## src/rtl/project_switch_sequencer.sv

```systemverilog
// ============================================================================
// Module   : project_switch_sequencer
// Purpose  : Glitch-free project switching ahead of the harness IO mux.
//            Isolates the pads, holds the incoming project in reset, then
//            releases it and hands it the pads.
// Options  : PROJECT_SWITCH_COUNT_EN - when defined, switch_count counts
//            completed switches (saturating); otherwise it is tied to 0.
// Revision : 1.0 - initial release
// ============================================================================
`default_nettype none

module project_switch_sequencer #(
    parameter int NUM_PROJECTS  = 5,
    parameter int SETTLE_CYCLES = 16,
    parameter int RESET_CYCLES  = 8
) (
    input  logic                    clk,
    input  logic                    reset_n,
    input  logic                    req_valid,
    input  logic [7:0]              req_project,
    output logic                    req_ready,
    output logic [7:0]              active_project,
    output logic                    io_isolate,
    output logic [NUM_PROJECTS-1:0] project_reset,
    output logic                    busy,
    output logic                    err_invalid,
    output logic [15:0]             switch_count
);

    // Shared down-counter is sized for whichever wait is longer.
    localparam int c_CNT_MAX = (SETTLE_CYCLES > RESET_CYCLES) ? SETTLE_CYCLES : RESET_CYCLES;
    localparam int c_CNT_W   = (c_CNT_MAX > 1) ? $clog2(c_CNT_MAX) : 1;

    localparam logic [c_CNT_W-1:0] c_SETTLE_LOAD = c_CNT_W'(SETTLE_CYCLES - 1);
    localparam logic [c_CNT_W-1:0] c_RESET_LOAD  = c_CNT_W'(RESET_CYCLES - 1);
    localparam logic [c_CNT_W-1:0] c_CNT_ONE     = c_CNT_W'(1);
    localparam logic [8:0]         c_NUM_PROJ    = 9'(NUM_PROJECTS);

    localparam logic [1:0] c_ST_RESET   = 2'd0;
    localparam logic [1:0] c_ST_ISOLATE = 2'd1;
    localparam logic [1:0] c_ST_RELEASE = 2'd2;
    localparam logic [1:0] c_ST_IDLE    = 2'd3;

    logic [1:0]              r_state;
    logic [c_CNT_W-1:0]      r_count;
    logic [7:0]              r_target;
    logic [7:0]              r_active_project;
    logic                    r_io_isolate;
    logic [NUM_PROJECTS-1:0] r_project_reset;
    logic                    r_err_invalid;

    logic [1:0]              w_state;
    logic [c_CNT_W-1:0]      w_count;
    logic [7:0]              w_target;
    logic [7:0]              w_active_project;
    logic                    w_io_isolate;
    logic [NUM_PROJECTS-1:0] w_project_reset;
    logic                    w_err_invalid;

    logic [NUM_PROJECTS-1:0] w_active_onehot;
    logic                    w_req_in_range;

    // One-hot of the currently routed project; its reset bit is the one released.
    generate
        for (genvar gi = 0; gi < NUM_PROJECTS; gi++) begin : g_onehot
            assign w_active_onehot[gi] = (r_active_project == 8'(gi));
        end
    endgenerate

    // Full 8-bit compare so out-of-range ids never alias onto valid ones.
    assign w_req_in_range = ({1'b0, req_project} < c_NUM_PROJ);

    // Next-state and next-output logic; registered outputs track the state being entered.
    always_comb begin
        w_state          = r_state;
        w_count          = r_count;
        w_target         = r_target;
        w_active_project = r_active_project;
        w_io_isolate     = r_io_isolate;
        w_project_reset  = r_project_reset;
        w_err_invalid    = 1'b0;

        case (r_state)
            c_ST_IDLE: begin
                w_io_isolate    = 1'b0;
                w_project_reset = ~w_active_onehot;
                if (req_valid) begin
                    if (w_req_in_range) begin
                        w_state      = c_ST_ISOLATE;
                        w_count      = c_SETTLE_LOAD;
                        w_target     = req_project;
                        w_io_isolate = 1'b1;
                    end else begin
                        w_err_invalid = 1'b1;
                    end
                end
            end
            c_ST_ISOLATE: begin
                w_io_isolate = 1'b1;
                if (r_count == '0) begin
                    // Pads are already isolated, so the route can change here safely.
                    w_state          = c_ST_RESET;
                    w_count          = c_RESET_LOAD;
                    w_active_project = r_target;
                    w_project_reset  = '1;
                end else begin
                    w_count = r_count - c_CNT_ONE;
                end
            end
            c_ST_RESET: begin
                w_io_isolate    = 1'b1;
                w_project_reset = '1;
                if (r_count == '0) begin
                    w_state         = c_ST_RELEASE;
                    w_project_reset = ~w_active_onehot;
                end else begin
                    w_count = r_count - c_CNT_ONE;
                end
            end
            c_ST_RELEASE: begin
                w_state         = c_ST_IDLE;
                w_io_isolate    = 1'b0;
                w_project_reset = ~w_active_onehot;
            end
            default: begin
                w_state = c_ST_RESET;
            end
        endcase
    end

    // State and output registers; reset restarts the boot sequence on project 0.
    always_ff @(posedge clk) begin
        if (!reset_n) begin
            r_state          <= c_ST_RESET;
            r_count          <= c_RESET_LOAD;
            r_target         <= 8'd0;
            r_active_project <= 8'd0;
            r_io_isolate     <= 1'b1;
            r_project_reset  <= '1;
            r_err_invalid    <= 1'b0;
        end else begin
            r_state          <= w_state;
            r_count          <= w_count;
            r_target         <= w_target;
            r_active_project <= w_active_project;
            r_io_isolate     <= w_io_isolate;
            r_project_reset  <= w_project_reset;
            r_err_invalid    <= w_err_invalid;
        end
    end

`ifdef PROJECT_SWITCH_COUNT_EN
    logic [15:0] r_switch_count;
    logic        r_boot_release;

    // Count completed switches; the first RELEASE after reset is the boot release and is skipped.
    always_ff @(posedge clk) begin
        if (!reset_n) begin
            r_switch_count <= 16'h0000;
            r_boot_release <= 1'b1;
        end else if (r_state == c_ST_RELEASE) begin
            r_boot_release <= 1'b0;
            if (!r_boot_release && (r_switch_count != 16'hFFFF)) begin
                r_switch_count <= r_switch_count + 16'd1;
            end
        end
    end

    assign switch_count = r_switch_count;
`else
    assign switch_count = 16'h0000;
`endif

    assign req_ready      = (r_state == c_ST_IDLE);
    assign busy           = (r_state != c_ST_IDLE);
    assign active_project = r_active_project;
    assign io_isolate     = r_io_isolate;
    assign project_reset  = r_project_reset;
    assign err_invalid    = r_err_invalid;

endmodule

`default_nettype wire

```

## config.mk

```make
export PLATFORM = sky130hd
export DESIGN_NAME = project_switch_sequencer
export DESIGN_NICKNAME = d
export VERILOG_FILES = /design/src/rtl/project_switch_sequencer.sv
export SDC_FILE = /design/constraint.sdc
export NUM_CORES = 1
export LEC_CHECK = 0
export ABC_AREA = 1
export CAP_MARGIN = 10
export CORE_MARGIN = 2
export CORE_UTILIZATION = 30
export DETAILED_ROUTE_END_ITERATION = 7
export PLACE_DENSITY = 0.58
export SLEW_MARGIN = 20
export SYNTH_ARGS = -nofsm -noshare
export SYNTH_HDL_FRONTEND = slang
export SYNTH_SLANG_ARGS = --single-unit
```

## constraint.sdc

```tcl
create_clock -name clk -period 1.5 [get_ports clk]
set_input_delay 0.15 -clock clk [delete_from_list [all_inputs] [get_ports clk]]
set_output_delay 0.15 -clock clk [all_outputs]
set_load 0.05 [all_outputs]
```

* After elaboration in Yosys (flattened, before gate mapping) *
Index checks and enable logic that the tools add are counted.

storage, ports and cells
  input bits = 11
  bits in registers = 29
  logic and storage cells = 51
  output and inout port bits = 33

cells by class
  equal/unequal tests = 13
  mux-type cells = 17
  reduce and logical (&&, ||, !) cells = 11
  add/sub/neg operators = 1
  bitwise logic cells = 1
  magnitude comparators = 1

operators with widths
  cell                   count
  $eq A8 B2 Y1 const B   2
  $mux W4                4
  $pmux W5 S3            1
  $pmux W4 S3            1
  $mux W5                2
  $ne A2 B2 Y1 const B   5
  $eq A8 B1 Y1 const B   1
  $eq A8 B3 Y1 const B   1
  $logic_not A8 Y1       1
  $lt A8 B3 Y1 const B   1
  $mux W2                4
  $pmux W2 S4            1
  $reduce_and A4 Y1      2
  $reduce_and A3 Y1      2
  $not A5 Y5             1
  $eq A2 B2 Y1 const B   2
  $logic_not A4 Y1       1
  $reduce_or A2 Y1       2
  $sub A4 B1 Y4 const B  1
  $mux W1                3
  $pmux W1 S3            1
  $reduce_bool A3 Y1     1
  $eq A2 B1 Y1 const B   1
  $logic_not A2 Y1       1
  2 further kinds        2

* Longest topological paths before layout *
  word-level depth = 4
  gate-level depth with buffers = 9
  gate-level depth less buffers = 9

* Worst setup path after synthesis *
Ideal clock, no wire load.

  kind = register to register
  from = register r_state[1]
  to = register r_target[0]
  arrival = 1.434 ns
  cell stages (with the launch flop) = 8
  path slack = -0.050 ns
  path buffers = 0
  clock period less this slack = 1.550 ns
  setup time = 0.116 ns
  required time = 1.384 ns
  cells stage by stage = dfxtp_1 > nand2_2 > inv_2 > nand2_1 > nor2_2 > inv_2 > nor2_1 > nor2_1

between the ends
  word-level cells in the longest chain between the ends = 2

ends and longest elaborated chain
  item                                line  source
  from (decl)                         44    logic [1:0] r_state;
  from (signal assigned)              134   r_state <= c_ST_RESET;
  from (signal assigned)              142   r_state <= w_state;
  $eq A2 B2 Y1                        -
  via req_ready                       21    output logic req_ready,
  $reduce_and A3 Y1 (no source line)  -
  to (signal assigned)                144   r_target <= w_target;
  to (decl)                           46    logic [7:0] r_target;

The timed path passes the listed nets, and every way through them passes these cells.
A chain may end at the register's enable or synchronous reset.

* Worst setup path in the final report *
  from = register r_count[0]
  to = register r_count[0]

between the ends
  word-level cells in the longest chain between the ends = 3
  elaborated cells on any way between the ends = 7
  those cells by class = 1 x add/sub; 1 x eq/ne; 3 x mux; 2 x reduce/logical

ends and longest elaborated chain
  item                                                      line  source
  from (decl)                                               45    logic [c_CNT_W-1:0] r_count;
  from (signal assigned)                                    135   r_count <= c_RESET_LOAD;
  from (signal assigned)                                    143   r_count <= w_count;
  $sub A4 B1 Y4 / $logic_not A4 Y1 (equally long branches)  -
  $mux W4 (tied with other cells)                           113   if (r_count == '0) begin
  $pmux W4 S3 / $reduce_and A4 Y1 (equally long branches)   -

Several ways; a longest one is shown, not always the timed one. The select of a mux whose other input is x is not followed.

==> impl_metrics.py <==
metrics = {
    "floorplan": {
        "die_area_um2": 4960,
        "initial_core_util_pct": 30.9,
        "rows": 24,
        "coreArea_um2": 4290,
        "die_y_um": 70.5,
        "io_pins": 44,
        "dieWidth_um": 70.5,
    },
    "logic_synthesis": {
        "async_flop_share_pct": 0,
        "synthCells": 181,
        "synth_largest_area_cell": "dfxtp_1",
        "synth-seq-area-share_pct": 43.8,
        "ys_ff_latch": 29,
        "synth_top_area_share_pct": 43.8,
        "synth_edf_count": 0,
        "yosysMostFrequentCell": "nor2_1",
        "syn-cell-area_um2": 1330,
        "synth_top_flop_cell": "dfxtp_1",
        "yosysWarnings": 0,
        "synth_area_leaders": "dfxtp_1 44%, nor2_1 9.3%, buf_4 9.1%",
        "synth_cell_types": 24,
        "synth_common_cells": "33 x nor2_1, 31 x nand2_1, 29 x dfxtp_1",
        "post_synth.cell_area_avg_um2": 7.32,
    },
    "cts": {
        "root_buffer": "clkbuf_8",
        "insertion_delay_ps": 280,
        "clock_sinks": 29,
        "clkTransAtPathRegs_ps": 60,
        "cts_hold_buf": 0,
        "cts_buffer_depth": 2,
        "cts_tree": "yes",
        "cts-buffers-inserted": 5,
        "cts_htree_levels": 2,
    },
    "place": {
        "dp_hpwl_um": 2020,
        "port_buffers": 27,
        "gp_congestion": 0.812,
        "dpl_cell_area_um2": 1640,
        "place_ws_ps": 27.3,
    },
    "setup_path": {
        "critPathSlowestCell": "dfxtp_1",
        "cp_top_family": "flip-flops",
        "endpoint": "r_count[0]",
        "critPathKind": "reg -> reg",
        "max_stage_delay_ps": 350,
        "path_depth": 8,
        "regToRegSetupSlack_ps": 120,
        "cp_max_fo": 7,
        "r2r_start": "r_count[0]",
        "worstRegToRegCells": 8,
        "worstSetupStartpointType": "flip-flop",
        "cp.required_ps": 1660,
        "r2r_end": "r_count[0]",
        "end_kind": "flip-flop",
        "path_buf_inv": 2,
        "worstPathCellList": "inv_1 > ha_1 > nand2_2 > inv_1 > o21ai_2 > nand2_1 > nand2_1 > nand3_1",
        "startpoint": "r_count[0]",
        "cp_data_arrival_time_ps": 1540,
    },
    "finish": {
        "layout.nets": 233,
        "drive_above_1_share_pct": 20.4,
        "fin_area_um2": 1720,
        "num_antenna_cells": 0,
        "syn_to_final_growth_pct": 29.9,
    },
    "pwr": {
        "power.internal_uw": 1460,
        "combPwrFrac_pct": 34.5,
        "p_sw_uw": 858,
        "pwr-share-seq_pct": 39.6,
        "swShare_pct": 37.0,
        "irDropWorstVdd_uv": 366,
        "clock_power_share_pct": 26.0,
        "leakagePower_uw": 0.000817,
        "power_density_nw_per_um2": 1350,
    },
    "global_routing": {
        "overflow": 0,
        "antenna_found_initial": 0,
        "grt_pass1_vias": 1099,
        "grt_pass1_wl_um": 4610,
        "grt_max_degree": 11,
        "grt.total_usage_pct": 11.9,
    },
    "sta": {
        "max_freq_mhz": 723,
        "clock_skew_ps": 4.51,
        "final_hold_viol_count": 0,
        "setup_viol": 0,
        "fin_crit_ps": 1380,
        "rsz0062_at_grt": "yes",
        "fin_crit_sh_pct": 92.2,
        "finalWorstSetupSlack_ps": 117,
        "drv_slew": 0,
    },
    "routing": {
        "wl_per_cell_um": 9.43,
        "firstDrtPassIters": 4,
        "vias_per_cell": 4.28,
        "drtIter0Drc": 45,
        "route.detailed.drc": 0,
        "vias": 1168,
        "routed_wl_um": 2570,
        "ant_nets": 0,
    },
    "min_path": {
        "hold_class": "reg -> reg",
    },
    "job": {
        "maxCapViolations": 0,
    },
    "outcome": {
        "status": "complete, no violations",
    },
}
registers in the layout, indices dropped and copies added (netlist names):
signal,count
active_project,8
io_isolate,1
r_state,2
r_count,4
err_invalid,1
r_target,8
project_reset,5
metal layers:
metal	part of all wire (%)	up-vias	track usage, %
li1	-	625	-
met1	46	495	14.1
met2	44	43	19.0
met3	6.9	5	3.32
met4	2.7	0	7.05
met5	0	-	0
power groups by stage:
| stage | Combinational [uW] | Clock, uW | Sequential, uW |
|---|---|---|---|
| floorplan | 528 | 0 | 1030 |
| global placement | 803 | 0 | 931 |
| detailed placement | 799 | 0 | 933 |
| CTS | 801 | 624 | 918 |
| global route | 901 | 658 | 928 |
| finish | 799 | 603 | 917 |
stage by stage:
step	total power, uW	utilization (%)	std cells	TNS, ps	hold slack [ps]
2_1_floorplan	1550	-	196	0	285
3_3_place_gp	1730	38.1	265	0	426
3_5_place_dp	1730	38.1	265	0	431
4_1_cts	2340	40.0	273	0	440
5_1_grt	2490	40.1	273	-52.5	470
6_report	2320	40.1	273	0	438
area by class of cell:
cell class,count,area [um^2]
fill,462,2570
multi-input combinational,131,607
sequential,29,581
timing repair buffer,36,320
clock buffer,6,72.6
inverter,17,66.3
tap,52,65.1
clock inverter,2,10.0
logic make-up after synthesis:
kind of cell,after synthesis,synth area share (%)
adders and majority gates,2,1.89
AOI/OAI and AO/OA,23,9.82
DFF,29,43.8
other,1,0.283
buffers and inverters,36,14.8
xor gates and xnor gates,1,0.661
and+or+nand+nor,89,28.7
worst min-delay path by stage:
stage	to	startpoint	cells past startpoint	slack, ps
CTS	r_target[4]	r_target[4]	2	440
finish	r_target[4]	r_target[4]	2	440
floorplan	r_target[0]	req_project[0]	2	280
detailed placement	r_target[4]	r_target[4]	2	430
global route	r_target[7]	r_target[7]	2	470
global placement	r_target[3]	r_target[3]	2	430
placed cells by master, fill, tap and decap left out:
cell type,netlist,final
buf_4,16,24
clkinv_2,0,2
clkdlybuf4s50_1,0,10
inv_1,13,13
o21ai_0,12,11
inv_2,4,3
nor2_2,2,2
xnor2_1,1,1
a21oi_1,5,5
nor2_1,33,33
nand3_1,17,17
o21ai_1,1,2
nand4_1,2,2
nand2_2,2,3
a21oi_2,1,1
ha_1,2,2
clkbuf_8,0,5
buf_12,0,2
clkbuf_1,2,1
o21ai_2,1,1
o211ai_1,1,1
inv_4,0,1
nor3_2,1,1
dfxtp_1,29,29
conb_1,1,16
o21bai_1,2,2
nand2_1,31,30
nor3b_1,1,1
worst register-to-register path: stages (launching register included):
cell     delay, ps
dfxtp_1        350
inv_1           60
ha_1           200
nand2_2         70
inv_1           60
o21ai_2        240
nand2_1        140
nand2_1         70
nand3_1         60
what timing repair did:
| action | 4_1_cts | 5_1_grt |
|---|---|---|
| buffers inserted | 0 | 0 |
| setup endpoints to repair | 0 | 10 |
| resized for setup | 0 | 2 |
No activity file was read; power rests on OpenSTA's default activity.
